[src/rtl/hazard_ctrl_pkg.sv]
// Shared pipeline-control types: FSM encodings, the NOP word and RV32 opcodes.
// Latency: n/a (types and constants only); backpressure: n/a.
package pipe_ctrl_pkg;

    typedef enum logic [1:0] {
        RUN       = 2'd0,
        FLUSH     = 2'd1,
        IMEM_WAIT = 2'd2,
        DISCARD   = 2'd3
    } state_t;

    localparam logic [31:0] NOP = 32'h0000_0013;

    localparam logic [6:0] R_TYPE             = 7'b0110011;
    localparam logic [6:0] I_TYPE_CALCUTATION = 7'b0010011;
    localparam logic [6:0] I_TYPE_JALR        = 7'b1100111;
    localparam logic [6:0] LOAD               = 7'b0000011;
    localparam logic [6:0] STORE              = 7'b0100011;
    localparam logic [6:0] B_TYPE             = 7'b1100011;
    localparam logic [6:0] J_TYPE             = 7'b1101111;

endpackage

[src/rtl/hazard_ctrl_if.sv]
// Control bundle between the FD/DE/PC datapath (master) and hazard_ctrl (slave).
// HAZARD_CTRL_PERF_EN adds the stall/flush counter outputs.
interface hazard_ctrl_if;

    logic       imemReady;
    logic [4:0] fdRs1;
    logic [4:0] fdRs2;
    logic       fdUsesRs2;
    logic [4:0] deRd;
    logic       deIsLoad;
    logic       exBranchTaken;

    logic       pcWrite;
    logic       instWrite;
    logic       fdFlush;
    logic       deBubble;
    logic [1:0] state;
`ifdef HAZARD_CTRL_PERF_EN
    logic [31:0] stallCount;
    logic [31:0] flushCount;
`endif

    modport master (
`ifdef HAZARD_CTRL_PERF_EN
        input  stallCount, flushCount,
`endif
        output imemReady, fdRs1, fdRs2, fdUsesRs2, deRd, deIsLoad, exBranchTaken,
        input  pcWrite, instWrite, fdFlush, deBubble, state
    );

    modport slave (
`ifdef HAZARD_CTRL_PERF_EN
        output stallCount, flushCount,
`endif
        input  imemReady, fdRs1, fdRs2, fdUsesRs2, deRd, deIsLoad, exBranchTaken,
        output pcWrite, instWrite, fdFlush, deBubble, state
    );

endinterface

[src/rtl/hazard_ctrl_load_use.sv]
// Load-use hazard compare between the DE load destination and the FD sources.
// Latency: combinational; backpressure: none.
module load_use_detect (
    input  logic       i_de_is_load,
    input  logic [4:0] i_de_rd,
    input  logic [4:0] i_fd_rs1,
    input  logic [4:0] i_fd_rs2,
    input  logic       i_fd_uses_rs2,
    output logic       o_hazard
);

    // x0 is hardwired, so a load targeting it can never create a dependency.
    assign o_hazard = i_de_is_load && (i_de_rd != 5'd0) &&
                      ((i_de_rd == i_fd_rs1) || (i_fd_uses_rs2 && (i_de_rd == i_fd_rs2)));

endmodule

[src/rtl/hazard_ctrl.sv]
// PC/FD/DE sequencer for load-use stalls, branch flushes and slow fetches; outputs are
// combinational from state/cnt and inputs. HAZARD_CTRL_PERF_EN adds stall/flush counters.
module hazard_ctrl
    import pipe_ctrl_pkg::*;
#(
    parameter int FLUSH_CYCLES = 1
) (
    input  logic         CLK,
    input  logic         RST,
    hazard_ctrl_if.slave hc
);

    localparam logic [1:0] RELOAD    = 2'(FLUSH_CYCLES - 1);
    localparam state_t     AFTER_BR  = (FLUSH_CYCLES > 1) ? FLUSH : RUN;

    state_t     r_state, w_next_state;
    logic [1:0] r_cnt, w_next_cnt;
    logic       w_load_use;
    logic       w_branch;
    logic       w_pc_write, w_inst_write, w_fd_flush, w_de_bubble;

    assign w_branch = hc.exBranchTaken;

    load_use_detect u_lud (
        .i_de_is_load (hc.deIsLoad),
        .i_de_rd      (hc.deRd),
        .i_fd_rs1     (hc.fdRs1),
        .i_fd_rs2     (hc.fdRs2),
        .i_fd_uses_rs2(hc.fdUsesRs2),
        .o_hazard     (w_load_use)
    );

    always_ff @(posedge CLK) begin
        if (RST) begin
            r_state <= RUN;
            r_cnt   <= 2'd0;
        end else begin
            r_state <= w_next_state;
            r_cnt   <= w_next_cnt;
        end
    end

    always_comb begin
        w_next_state = r_state;
        w_next_cnt   = r_cnt;
        case (r_state)
            RUN: begin
                if (w_branch) begin
                    w_next_state = AFTER_BR;
                    w_next_cnt   = RELOAD;
                end else if (!w_load_use && !hc.imemReady) begin
                    w_next_state = IMEM_WAIT;
                end
            end
            FLUSH: begin
                if (w_branch) begin
                    w_next_cnt = RELOAD;
                end else if (r_cnt <= 2'd1) begin
                    w_next_state = RUN;
                    w_next_cnt   = 2'd0;
                end else begin
                    w_next_cnt = r_cnt - 2'd1;
                end
            end
            IMEM_WAIT: begin
                // A redirect with a fetch still in flight must drop that stale word.
                if (w_branch) begin
                    w_next_state = hc.imemReady ? AFTER_BR : DISCARD;
                    w_next_cnt   = hc.imemReady ? RELOAD : r_cnt;
                end else if (!w_load_use && hc.imemReady) begin
                    w_next_state = RUN;
                end
            end
            DISCARD: begin
                if (!w_branch && hc.imemReady) begin
                    w_next_state = AFTER_BR;
                    w_next_cnt   = RELOAD;
                end
            end
            default: begin
                w_next_state = RUN;
                w_next_cnt   = 2'd0;
            end
        endcase
    end

    always_comb begin
        w_pc_write   = 1'b1;
        w_inst_write = 1'b1;
        w_fd_flush   = 1'b0;
        w_de_bubble  = 1'b0;
        if (RST) begin
            w_pc_write  = 1'b0;
            w_fd_flush  = 1'b1;
            w_de_bubble = 1'b1;
        end else if (w_branch) begin
            w_fd_flush  = 1'b1;
            w_de_bubble = 1'b1;
        end else begin
            case (r_state)
                RUN, IMEM_WAIT: begin
                    if (w_load_use) begin
                        w_pc_write   = 1'b0;
                        w_inst_write = 1'b0;
                        w_de_bubble  = 1'b1;
                    end else if (!hc.imemReady) begin
                        w_pc_write = 1'b0;
                        w_fd_flush = 1'b1;
                    end
                end
                FLUSH: begin
                    w_pc_write = hc.imemReady;
                    w_fd_flush = 1'b1;
                end
                default: begin
                    w_pc_write = 1'b0;
                    w_fd_flush = 1'b1;
                end
            endcase
        end
    end

    assign hc.pcWrite   = w_pc_write;
    assign hc.instWrite = w_inst_write;
    assign hc.fdFlush   = w_fd_flush;
    assign hc.deBubble  = w_de_bubble;
    assign hc.state     = r_state;

`ifdef HAZARD_CTRL_PERF_EN
    logic [31:0] r_stall_count, r_flush_count;

    always_ff @(posedge CLK) begin
        if (RST) begin
            r_stall_count <= 32'd0;
            r_flush_count <= 32'd0;
        end else begin
            if (!w_pc_write) r_stall_count <= r_stall_count + 32'd1;
            if (w_fd_flush)  r_flush_count <= r_flush_count + 32'd1;
        end
    end

    assign hc.stallCount = r_stall_count;
    assign hc.flushCount = r_flush_count;
`endif

endmodule
[src/flat_wrapper.sv]
// flat-port wrapper written by rule: the top's interface ports become plain ports
module hazard_ctrl_flat import pipe_ctrl_pkg::*;
#(
    parameter int FLUSH_CYCLES = 1
)
  (CLK, RST, hc_imemReady, hc_fdRs1, hc_fdRs2, hc_fdUsesRs2, hc_deRd, hc_deIsLoad, hc_exBranchTaken, hc_pcWrite, hc_instWrite, hc_fdFlush, hc_deBubble, hc_state);
  hazard_ctrl_if hc_i ();
  input  logic CLK;
  input  logic RST;
  input wire logic [$bits(hc_i.imemReady)-1:0] hc_imemReady;
  input wire logic [$bits(hc_i.fdRs1)-1:0] hc_fdRs1;
  input wire logic [$bits(hc_i.fdRs2)-1:0] hc_fdRs2;
  input wire logic [$bits(hc_i.fdUsesRs2)-1:0] hc_fdUsesRs2;
  input wire logic [$bits(hc_i.deRd)-1:0] hc_deRd;
  input wire logic [$bits(hc_i.deIsLoad)-1:0] hc_deIsLoad;
  input wire logic [$bits(hc_i.exBranchTaken)-1:0] hc_exBranchTaken;
  output wire logic [$bits(hc_i.pcWrite)-1:0] hc_pcWrite;
  output wire logic [$bits(hc_i.instWrite)-1:0] hc_instWrite;
  output wire logic [$bits(hc_i.fdFlush)-1:0] hc_fdFlush;
  output wire logic [$bits(hc_i.deBubble)-1:0] hc_deBubble;
  output wire logic [$bits(hc_i.state)-1:0] hc_state;
  assign hc_i.imemReady = hc_imemReady;
  assign hc_i.fdRs1 = hc_fdRs1;
  assign hc_i.fdRs2 = hc_fdRs2;
  assign hc_i.fdUsesRs2 = hc_fdUsesRs2;
  assign hc_i.deRd = hc_deRd;
  assign hc_i.deIsLoad = hc_deIsLoad;
  assign hc_i.exBranchTaken = hc_exBranchTaken;
  assign hc_pcWrite = hc_i.pcWrite;
  assign hc_instWrite = hc_i.instWrite;
  assign hc_fdFlush = hc_i.fdFlush;
  assign hc_deBubble = hc_i.deBubble;
  assign hc_state = hc_i.state;
  hazard_ctrl #(.FLUSH_CYCLES(FLUSH_CYCLES)) u_core (.CLK(CLK), .RST(RST), .hc(hc_i));
endmodule
[config.mk]
export PLATFORM = sky130hd
export DESIGN_NAME = hazard_ctrl_flat
export DESIGN_NICKNAME = d
export VERILOG_FILES = /design/src/rtl/hazard_ctrl_pkg.sv /design/src/rtl/hazard_ctrl_if.sv /design/src/rtl/hazard_ctrl_load_use.sv /design/src/rtl/hazard_ctrl.sv /design/src/flat_wrapper.sv
export SDC_FILE = /design/constraint.sdc
export NUM_CORES = 1
export LEC_CHECK = 0
export CAP_MARGIN = 20
export CELL_PAD_IN_SITES_DETAIL_PLACEMENT = 0
export CELL_PAD_IN_SITES_GLOBAL_PLACEMENT = 1
export CORE_ASPECT_RATIO = 1.25
export CORE_MARGIN = 1
export CORE_UTILIZATION = 23
export CTS_CLUSTER_SIZE = 12
export DETAILED_ROUTE_END_ITERATION = 7
export GPL_TIMING_DRIVEN = 0
export PLACE_DENSITY_LB_ADDON = 0.1
export SLEW_MARGIN = 10
export SYNTH_ARGS = -nofsm -noshare
export SYNTH_HDL_FRONTEND = slang
export SYNTH_SLANG_ARGS = --single-unit
[constraint.sdc]
create_clock -name CLK -period 3.83 [get_ports CLK]
set_input_delay 0.5745 -clock CLK [delete_from_list [all_inputs] [get_ports CLK]]
set_output_delay 0.5745 -clock CLK [all_outputs]
set_load 0.05 [all_outputs]
[Word level (Yosys, flattened, before mapping)]
Index checks and enable logic that the tools add are counted.
Widths: inputs -> output; s select.
Storage, ports and cells
  output and inout port bits: 6
  bits in registers: 4
  bits of input ports: 21
Operators by class
  equality and inequality tests: 13
  reductions and logical operators: 15
  add/subtract/negate cells: 1
  order comparisons: 1
  muxes and demuxes: 33
Operators with widths (count)
  $mux 2: 13
  $mux 1: 17
  $pmux 2 s4: 2
  $eq 5x5->1: 2
  $ne 2x2->1 const B: 4
  $logic_and 1x1->1: 6
  $ne 3x2->1 const B: 2
  $reduce_and 5->1: 1
  $reduce_bool 5->1: 1
  $eq 2x2->1 const B: 2
  $ne 2x1->1 const B: 2
  $reduce_and 4->1: 1
  $logic_not 1->1: 3
  $eq 2x1->1 const B: 1
  $le 2x1->1 const B: 1
  $logic_not 2->1: 1
  $pmux 1 s2: 1
  $reduce_or 2->1: 1
  $sub 2x1->2 const B: 1
  $logic_or 1x1->1: 1

[Depth between registers and ports, before layout]
Gate-level depths: netlist (run 1).
  depth after elaboration: 9
  depth in mapped cells: 5

[By module]
Synthesis (run 1) repeated with hierarchy kept, for this count alone.
Second synthesis, totals
  cells, all modules: 56
  area, all modules: 416.6 µm²
Modules (own cells, without submodules)
  hazard_ctrl: cells an instance 39, instances 1, area an instance 284.0 µm²
  load_use_detect: cells an instance 17, instances 1, area an instance 132.6 µm²

[Worst setup path before layout (run 1)]
OpenSTA, ideal clock, no wires.
  kind: input port to output port
  from: input hc_deRd[0]
  to: output hc_pcWrite
  cell stages on the path: 4
  arrival: 2.176 ns
  setup slack: 1.080 ns
  buffers on the path: 0
  path through: or4_1 -> o21ai_2 -> o311ai_1 -> a21oi_1
On the way
  word-level cells in the longest chain between the ends: 8
  elaborated cells on any way between the ends: 11
  those cells by class: 2 x eq/ne; 4 x mux; 5 x reduce/logical
RTL lines
  start: declaration: RTL line flat_wrapper.sv:14  | input wire logic [$bits(hc_i.deRd)-1:0] hc_deRd;
  $eq 5x5->1: RTL line hazard_ctrl_load_use.sv:14  | ((i_de_rd == i_fd_rs1) || (i_fd_uses_rs2 && (i_de_rd == i_fd_rs2)));
  $logic_and 1x1->1: RTL line hazard_ctrl_load_use.sv:14
  $logic_or 1x1->1: RTL line hazard_ctrl_load_use.sv:14
  $logic_and 1x1->1 *: RTL line hazard_ctrl_load_use.sv:13  | assign o_hazard = i_de_is_load && (i_de_rd != 5'd0) &&
  $mux 1 *: RTL line hazard_ctrl.sv:102  | if (w_load_use) begin
  $pmux 1 s2 *: RTL line hazard_ctrl.sv:100  | case (r_state)
  $mux 1 *: RTL line hazard_ctrl.sv:96  | end else if (w_branch) begin
  $mux 1 *: RTL line hazard_ctrl.sv:92  | if (RST) begin
  end: declaration: RTL line flat_wrapper.sv:17  | output wire logic [$bits(hc_i.pcWrite)-1:0] hc_pcWrite;
Every way passes the cells marked *; elsewhere a longest branch is shown, timed or not.

[Worst setup path in the final report (run 1)]
Ends and elaborated chain as after synthesis.

==> results.txt, run 1 <==
* Run status: completed
- Diode count: 0
- The synthesized netlist occupies a cell area of 392 um2.
* Total wirelength of the detailed-routed design: 1020 um
* Share of the synthesized area in the top cell type: 0.204
- Cts repair resizes: 0
* Clk_lat worst skew: 230 ps
* Final hold viol count: 0
* Hold buffer count at cts: 0
- Clock Root Buffer: sky130_fd_sc_hd__clkbuf_4
- Final RePlAce weighted congestion: 0.606
- Vias in the first global route: 387
* Mean Syn Cell Area: 7.53 um2
- The initial antenna violation count was 0.
- Avg WL per Cell: 10.4 um
- The die covers 1870 um2.
- Peak supply drop: 86.0 uV
- Counting flops with a built-in enable in the synthesized netlist gives 0.
- The first global-routing pass estimated 1520 um of wire.
* Slowest library cell on the worst path: sky130_fd_sc_hd__clkdlybuf4s50_1
- Depth of the CTS H-tree: 1
* Maximum capacitance violations: 0
* Maximum number of pins on one net before global-route repair: 11
- Launching instance or port of the critical path: hc_deRd[0]
* Worst slew margin: 0.671
- HPWL after detailed placement: 891 um
- Prior to clock tree synthesis, the placed netlist has a worst setup slack of 319 ps.
- Sequential power share: 0.279
* Worst Path Buf+Inv: 2
* Slew at the pin closest to its max-slew limit: 492 ps
- The netlist uses 26 different library cells.
- The internal power of the cells totals 0.109 mW.
* Final hold slack: 465 ps
- Along the worst path, the maximum fanout reaches 4.
* Register-to-Register Setup Slack: 2650 ps
* Area of the multi-input gates: 292 um2
- Across every metal layer, demand over resource in global routing totals 0.116.
- Of the total power, combinational logic draws 0.384.
- Class of the tightest hold or removal check: register to register
* Number of cell instances on the worst register-to-register path: 5
* Final critical-path share of the clock period: 0.910
- TritonCTS buffer count: 3
- The final layout contains 103 nets.
- Fin Setup TNS: 0 ps
- Overall power after layout: 0.157 mW
- Summing over every cut layer, the via total after detailed routing is 474.
- CTS tree: done
- Placement row count: 16
- Compared with the post-synthesis result, the final layout area differs by 75.4%.
* Storage cell area: 80.1 um2
- Crit path to: hc_pcWrite
- Clock Skew: 4.18 ps
- Count of boundary I/O pins: 27
- The biggest area contributor in the post-synthesis netlist is sky130_fd_sc_hd__dfxtp_1.
- After global routing the overflow that remains totals 0.
* Sequential fraction of the synthesis area: 0.204
* Critical Setup Path Class: primary input to output port
- Unrepaired setup endpoints after global routing: false
* CP dominant cell by count: sky130_fd_sc_hd__clkdlybuf4s50_1
- Time the final worst path needs with I/O delays and setup: 3490 ps
* Ys async rst share: 0
* Share of total power consumed by net switching: 0.305
- For this run, the leading register cell type out of synthesis is sky130_fd_sc_hd__dfxtp_1.
- Total power density per cell area: 229 nW/um2
* Setup violation total in the final timing report: 0
* Largest cells by area after synthesis: sky130_fd_sc_hd__dfxtp_1 20%, sky130_fd_sc_hd__xor2_1 20%, sky130_fd_sc_hd__a21oi_1 5.1%, sky130_fd_sc_hd__o21ai_0 5.1%, sky130_fd_sc_hd__nor2_1 3.8%
- The finished layout holds 98 standard cells, fillers aside.
- For this run, the number of Yosys warnings is 0.
- In this design, the largest share of critical-path delay is due to buffers and inverters.
* Data arrival time of the worst path: 2910 ps
- Post-detailed-route DRC marker count: 0
- In this run the number of cells on the critical path is 6.
* Synthesis-stage register bit count: 4
* Net switching power figure: 0.0480 mW
- Crit Reg-Reg Endpoint: u_core.r_cnt[1]
* Core Box Area: 1580 um2
- Net Count, Synth: 73
- The analysis attributes to cell leakage a power of 0.238 nW.
* Buffers on Ports: 25
- The commonest cells after synthesis are 9 x sky130_fd_sc_hd__xor2_1, 4 x sky130_fd_sc_hd__a21oi_1, 4 x sky130_fd_sc_hd__dfxtp_1, 4 x sky130_fd_sc_hd__nor2_1, 4 x sky130_fd_sc_hd__o21ai_0.
- The layout has 179 filler cells.
- Highest achievable clock rate: 287 MHz
- DRT iter0 DRCs: 4
* Critical Path RT: 3260 ps
- Counting every sink on the clock net gives 4.
* Largest stage delay on the critical path: 820 ps
- The worst setup path is launched from a primary input.
* Initial core utilization: 0.248
* Die span in y: 48.1 um
* Cell chain of the critical path: clkdlybuf4s50_1, or4_1, o21ai_2, o311ai_1, a21oi_1, clkdlybuf4s50_1
- Of the cells placed in the final design, the portion with a size suffix greater than 1 is 0.0875.
* Number of pins exceeding their max-slew limit in the final report: 0
* Critical Path End Type: output port
- Relative contribution of the clock network to total power: 0.336
- The clock passes through at most 2 buffers.
* Die Wd: 38.9 um
* Most numerous cell in the Yosys netlist: sky130_fd_sc_hd__xor2_1
- Launch instance of the worst register-to-register path: u_core.hc.state[0]
- After clock tree synthesis, the clock-pin slew on the worst setup and hold paths is 40 ps.
* Cells after synthesis: 52
* 1st-pass router iterations: 2
* Worst Setup Slack, final: 344 ps
- Dpl cells: 95
* Antenna violation net count after detailed routing: 0
- Using the TritonRoute via totals, the vias-per-cell ratio works out to 4.84.
- Setup repair bufs after CTS: 0
## layout make-up
| cell class | count | share of cell area |
|---|---|---|
| inverter | 3 | 0.0164 |
| multi-input combinational | 43 | 0.424 |
| clock buffer | 3 | 0.0328 |
| timing repair buffer | 25 | 0.364 |
| tap | 18 | 0.0328 |
| buffer | 2 | 0.0128 |
| sequential | 4 | 0.117 |
## worst reg2reg max path, stage by stage (launching register included)
cell	delay, ps
sky130_fd_sc_hd__dfxtp_1	310
sky130_fd_sc_hd__buf_2	200
sky130_fd_sc_hd__nand2_1	70
sky130_fd_sc_hd__a21boi_1	280
sky130_fd_sc_hd__a21oi_1	70
sky130_fd_sc_hd__nor3b_1	170
## worst min-delay path by stage
| stage | start | endpoint | slack (ps) | cells past startpoint |
|---|---|---|---|---|
| floorplan | u_core.r_cnt[0] | u_core.r_cnt[0] | 450 | 2 |
| global placement | u_core.r_cnt[1] | u_core.r_cnt[1] | 460 | 1 |
| detailed placement | u_core.r_cnt[1] | u_core.r_cnt[1] | 460 | 1 |
| CTS | u_core.r_cnt[1] | u_core.r_cnt[1] | 470 | 1 |
| global route | u_core.r_cnt[1] | u_core.r_cnt[1] | 480 | 1 |
| finish | u_core.r_cnt[1] | u_core.r_cnt[1] | 470 | 1 |
## layout by cell type (no fill, tap or decap), types with 2 or more instances in the layout
cell	synthesis	layout
sky130_fd_sc_hd__o21ai_1	2	2
sky130_fd_sc_hd__nor2_1	4	4
sky130_fd_sc_hd__dfxtp_1	4	4
sky130_fd_sc_hd__nor3_1	2	2
sky130_fd_sc_hd__a21oi_1	4	4
sky130_fd_sc_hd__clkbuf_4	0	3
sky130_fd_sc_hd__nand2_1	3	3
sky130_fd_sc_hd__o21ai_0	4	4
sky130_fd_sc_hd__clkdlybuf4s50_1	0	25
sky130_fd_sc_hd__xor2_1	9	9
sky130_fd_sc_hd__inv_1	3	3
## cells by family after synthesis
family          synth area share
xor+xnor                   0.224
simple gates               0.268
flops                      0.204
buf+inv                   0.0511
compound gates             0.252
## flip-flops by register name (all words and copies together) (netlist names)
register	cells
u_core.hc.state	2
u_core.r_cnt	2
## power by group through the flow
stage               sequential [mW]  clock, mW  combinational (mW)
floorplan                    0.0475          0              0.0254
global placement             0.0446          0              0.0607
detailed placement           0.0446          0              0.0611
CTS                          0.0440     0.0549              0.0611
global route                 0.0441     0.0579              0.0649
finish                       0.0439     0.0528              0.0604
## metrics by stage
step,cell area [um2],utilization
global route,687,0.434
finish,687,0.434
detailed placement,664,0.420
CTS,687,0.434
floorplan,392,-
global placement,664,0.420
## metal layers
| metal | track usage | wire length (um) | part of all wire |
|---|---|---|---|
| met3 | 0.0137 | 48 | 0.047 |
| met2 | 0.227 | 586 | 0.57 |
| met4 | 0.0414 | 0 | 0 |
| met5 | 0 | 0 | 0 |
| met1 | 0.127 | 386 | 0.38 |
(Power assumes the default switching activity.)
==> run 2, diff against run 1 <==
--- a/config.mk
+++ b/config.mk
@@ -8,9 +8,8 @@
 export CAP_MARGIN = 20
 export CELL_PAD_IN_SITES_DETAIL_PLACEMENT = 0
 export CELL_PAD_IN_SITES_GLOBAL_PLACEMENT = 1
-export CORE_ASPECT_RATIO = 1.25
 export CORE_MARGIN = 1
-export CORE_UTILIZATION = 23
+export CORE_UTILIZATION = 24
 export CTS_CLUSTER_SIZE = 12
 export DETAILED_ROUTE_END_ITERATION = 7
 export GPL_TIMING_DRIVEN = 0
@@ -18,4 +17,5 @@
 export SLEW_MARGIN = 10
 export SYNTH_ARGS = -nofsm -noshare
 export SYNTH_HDL_FRONTEND = slang
+export SYNTH_HIERARCHICAL = 1
 export SYNTH_SLANG_ARGS = --single-unit
==> results.txt, run 2 <==
- Run status: finished, violations left (was completed)
- The final reports fail on design-rule violations.
* Filler cell count in the final layout: 173 (was 179)
* Count of synthesis-stage warnings from yosys: 6 (was 0)
* Ys async rst share: 0 (unchanged)
* Clock tree sinks: 4 (unchanged)
- Crit Reg-Reg Endpoint: u_core/hc.state[1] (was u_core.r_cnt[1])
- Buffers on Ports: 26 (was 25)
* 1st-pass router iterations: 6 (was 2)
- The number of DRC violations after detailed-routing iteration 0 was 6 (was 4).
- Cell chain of the critical path: clkdlybuf4s50_1, or4_1, o21ai_1, a21oi_2, mux2i_1, a21oi_1, nor2_1, clkdlybuf4s50_1 (was clkdlybuf4s50_1, or4_1, o21ai_2, o311ai_1, a21oi_1, clkdlybuf4s50_1)
* Count of boundary I/O pins: 27 (unchanged)
- Largest stage delay on the critical path: 810 ps (was 820 ps)
- The net count reported at finish is 108 (was 103).
* Relative contribution of the clock network to total power: 0.314 (was 0.336)
- Net Count, Synth: 77 (was 73)
- HPWL after detailed placement: 925 um (was 891 um)
* Most common cell after layout, fill and taps aside: sky130_fd_sc_hd__clkdlybuf4s50_1 (unchanged)
- Cells after synthesis: 56 (was 52)
- Time the final worst path needs with I/O delays and setup: 3500 ps (was 3490 ps)
* Final hold viol count: 0 (unchanged)
- Critical Path RT: 3260 ps (about the same)
- Post-synth design cell area: 417 um2 (was 392 um2)
- Peak supply drop: 154 uV (was 86.0 uV)
* Vias in the first global route: 470 (was 387)
- The buffers inserted during post-CTS setup optimization came to 0 (unchanged).
- The overall global routing resource usage came to 0.140 (was 0.116).
- The synthesis-to-finish area growth came to 73.6% (was 75.4%).
* XOR/XNOR Fraction of Synth Area: 0.210 (was 0.224)
- Launch instance of the worst register-to-register path: u_core/hc.state[1] (was u_core.hc.state[0])
- Adder-cell share of the synthesized area: 0 (unchanged)
- Leakage power of the design: 0.268 nW (was 0.238 nW)
* Most instantiated flip-flop cell in the synthesis netlist: sky130_fd_sc_hd__dfxtp_1 (unchanged)
- Hold buffer count at cts: 0 (unchanged)
- The switching part of the total power was 0.308 (was 0.305).
* Simple-gate share of the synthesized area: 0.249 (was 0.268)
- The pin count of the biggest net entering global routing was 11 (unchanged).
* Slowest library cell on the worst path: sky130_fd_sc_hd__clkdlybuf4s50_1 (unchanged)
- Launching instance or port of the critical path: hc_deRd[1] (was hc_deRd[0])
- The wire length the detailed router placed on met1 is 540 um (was 386 um).
* Critical path startpoint category: primary input (unchanged)
- Final critical-path share of the clock period: 0.913 (was 0.910)
* Met2 layer wire length in the routed design: 526 um (was 586 um)
* Synthesis-stage register bit count: 4 (unchanged)
* Commonest non-fill, non-tap cells in the layout: 26 x sky130_fd_sc_hd__clkdlybuf4s50_1, 7 x sky130_fd_sc_hd__xor2_1, 6 x sky130_fd_sc_hd__a21oi_1 (was 25 x sky130_fd_sc_hd__clkdlybuf4s50_1, 9 x sky130_fd_sc_hd__xor2_1)
- The met3 wirelength from detailed routing is 76 um (was 48 um).
- Final hold slack: 502 ps (was 465 ps)
- Data arrival time of the worst path: 2920 ps (was 2910 ps)
- The achievable frequency is 286 MHz (was 287 MHz).
- Total power density per cell area: 226 nW/um2 (was 229 nW/um2)
- The setup TNS after final layout is 0 ps (unchanged).
- The floorplan row count was 14 (was 16).
- Core Box Area: 1560 um2 (was 1580 um2)
- Area enclosed by the die boundary: 1910 um2 (was 1870 um2)
* Number of pins exceeding their max-slew limit in the final report: 0 (unchanged)
- Unrepaired setup endpoints after global routing: false (unchanged).
- The number of buffers created by CTS came to 3 (unchanged).
- The final setup violation count is 0 (unchanged).
- The total grt overflow came to 0 (unchanged).
- The master cell of the clock root buffer is sky130_fd_sc_hd__clkbuf_4 (unchanged).
- The power dissipated by switching net loads came to 0.0502 mW (was 0.0480 mW).
- Final RePlAce weighted congestion: 0.722 (was 0.606)
* Initial core utilization: 0.267 (was 0.248)
- Crit path to: hc_pcWrite (unchanged)
- Final Util: 0.464 (was 0.434)
- The clock slew seen by the registers of the worst setup and hold paths came to 40 ps (about the same).
* Sequential fraction of the synthesis area: 0.192 (was 0.204)
* Mean Syn Cell Area: 7.44 um2 (was 7.53 um2)
- The number of antenna-violating nets in the routed design came to 0 (unchanged).
* Largest family of logic cells by synthesized area: compound AO/OA/AOI/OAI gates (was simple AND/OR/NAND/NOR gates)
- Overall power after layout: 0.163 mW (was 0.157 mW)
- The CTS tree was done (unchanged).
- The vertical die dimension was 43.7 um (was 48.1 um).
- The initial antenna violation count is 0 (unchanged).
- Avg WL per Cell: 11.3 um (was 10.4 um)
- The top cell type by total area after synthesis was sky130_fd_sc_hd__dfxtp_1 (unchanged).
- The type of the tightest min-delay check is register to register (unchanged).
* Register-to-Register Setup Slack: 2750 ps (was 2650 ps)
* Diode count: 0 (unchanged)
* Wire length of the first global-routing pass: 2030 um (was 1520 um)
- Synth unique cells: 24 (was 26)
- The internal power contribution is 0.113 mW (was 0.109 mW).
* Detail-routed via count per cell: 4.74 (was 4.84)
- The depth of the worst register-to-register path came to 3 (was 5).
* CP dominant cell by count: sky130_fd_sc_hd__clkdlybuf4s50_1 (unchanged)
* Clock Skew: 2.62 ps (was 4.18 ps)
- Sequential power share: 0.278 (was 0.279)
- Maximum capacitance violations: 0 (unchanged)
- Depth of the CTS H-tree: 1 (unchanged)
* Synth Area in Compound Gates: 0.258 (was 0.252)
- Min-delay src: u_core/r_cnt[1] (was u_core.r_cnt[1])
- Multiplexer area fraction after synthesis: 0.0240 (was 0)
- The worst setup path category is primary input to output port (unchanged).
* Top cells by instance count after synthesis: 7 x sky130_fd_sc_hd__a21oi_1, 7 x sky130_fd_sc_hd__xor2_1, 5 x sky130_fd_sc_hd__o21ai_0 (was 9 x sky130_fd_sc_hd__xor2_1, 4 x sky130_fd_sc_hd__a21oi_1, 4 x sky130_fd_sc_hd__dfxtp_1, 4 x sky130_fd_sc_hd__nor2_1, 4 x sky130_fd_sc_hd__o21ai_0)
- Critical Path End Type: output port (unchanged)
- Top layer in use: met3 (unchanged)
- Maximum root-to-sink buffer count: 2 (unchanged)
- Vias after detailed routing: 479 (was 474)
- Worst slew margin: 0.669 (was 0.671)
* Critical path peak fanout: 6 (was 4)
- The ratio of cells with drive above 1 in the final layout was 0.0941 (was 0.0875).
- Share of the synthesized area in the top cell type: 0.192 (was 0.204)
- Total wirelength of the detailed-routed design: 1140 um (was 1020 um)
* Post-detailed-route DRC marker count: 2 (was 0)
- The count of flip-flops with a built-in enable after synthesis was 0 (unchanged).
* Largest cells by area after synthesis: sky130_fd_sc_hd__dfxtp_1 19%, sky130_fd_sc_hd__xor2_1 15%, sky130_fd_sc_hd__a21oi_1 8.4%, sky130_fd_sc_hd__xnor2_1 6.3%, sky130_fd_sc_hd__o21ai_0 6.0% (was sky130_fd_sc_hd__dfxtp_1 20%, sky130_fd_sc_hd__xor2_1 20%, sky130_fd_sc_hd__a21oi_1 5.1%, sky130_fd_sc_hd__o21ai_0 5.1%, sky130_fd_sc_hd__nor2_1 3.8%)
- The combinational group share of total power was 0.408 (was 0.384).
- The x dimension of the die is 43.7 um (was 38.9 um).
- Slew at the pin closest to its max-slew limit: 494 ps (was 492 ps)
- The clock latency on the worst-skew pair is 230 ps (about the same).
run 2: metal layers:
metal / vias to the layer above / track usage
met5: - / 0
met2: 19 / 0.209
met3: 0 / 0.0417
met1: 201 / 0.194
met4: 0 / 0.0375
li1: 259 / -
run 2: worst max-delay path, delay by kind of cell:
family / cells / cell delay [ps]
compound gates: 3 / 320
simple gates: 2 / 620
buf+inv: 2 / 1270
mux: 1 / 140
run 2: stage by stage:
stage               setup WS (ps)  instance area (um2)  cells
global route                  123                  723    101
floorplan                     749                  417     56
finish                        334                  723    101
detailed placement            218                  697     98
global placement              186                  697     98
CTS                           207                  719    101
run 2: what timing repair did:
action / 4_1_cts / 5_1_grt
endpoints found under the hold margin: 0 / 0
resized for setup: 0 / 1
setup endpoints to repair: 0 / 1
run 2: cell type report:
type	count	area, um2	share of cell area
Tap cell	16	20.0	0.0277
Timing Repair Buffer	26	260	0.360
Sequential cell	4	80.1	0.111
Multi-Input combinational cell	47	313	0.433
Inverter	3	11.3	0.0156
Clock buffer	3	22.5	0.0311
Buffer	2	16.3	0.0225
run 2: how the worst min path moves through the flow:
| stage | endpoint | cells after the start | slack (ps) |
|---|---|---|---|
| 2_1_floorplan | u_core/r_cnt[1] | 1 | 460 |
| 3_3_place_gp | u_core/r_cnt[1] | 1 | 500 |
| 3_5_place_dp | u_core/r_cnt[1] | 1 | 500 |
| 4_1_cts | u_core/r_cnt[1] | 1 | 500 |
| 5_1_grt | u_core/r_cnt[1] | 1 | 530 |
| 6_report | u_core/r_cnt[1] | 1 | 500 |
run 2: logic make-up (layout without fill, tap and decap cells):
| kind of cell | Yosys count | in the layout |
|---|---|---|
| AOI/OAI and AO/OA | 18 | 18 |
| DFF | 4 | 4 |
| muxes | 1 | 1 |
| and+or+nand+nor | 18 | 18 |
| buffers and inverters | 5 | 34 |
| xor gates and xnor gates | 10 | 10 |
run 2: power groups by stage:
stage	clock network, mW	registers, mW	logic [mW]
2_1_floorplan	0	0.0496	0.0282
3_3_place_gp	0	0.0460	0.0670
3_5_place_dp	0	0.0459	0.0666
4_1_cts	0.0539	0.0453	0.0669
5_1_grt	0.0577	0.0455	0.0716
6_report	0.0512	0.0454	0.0667
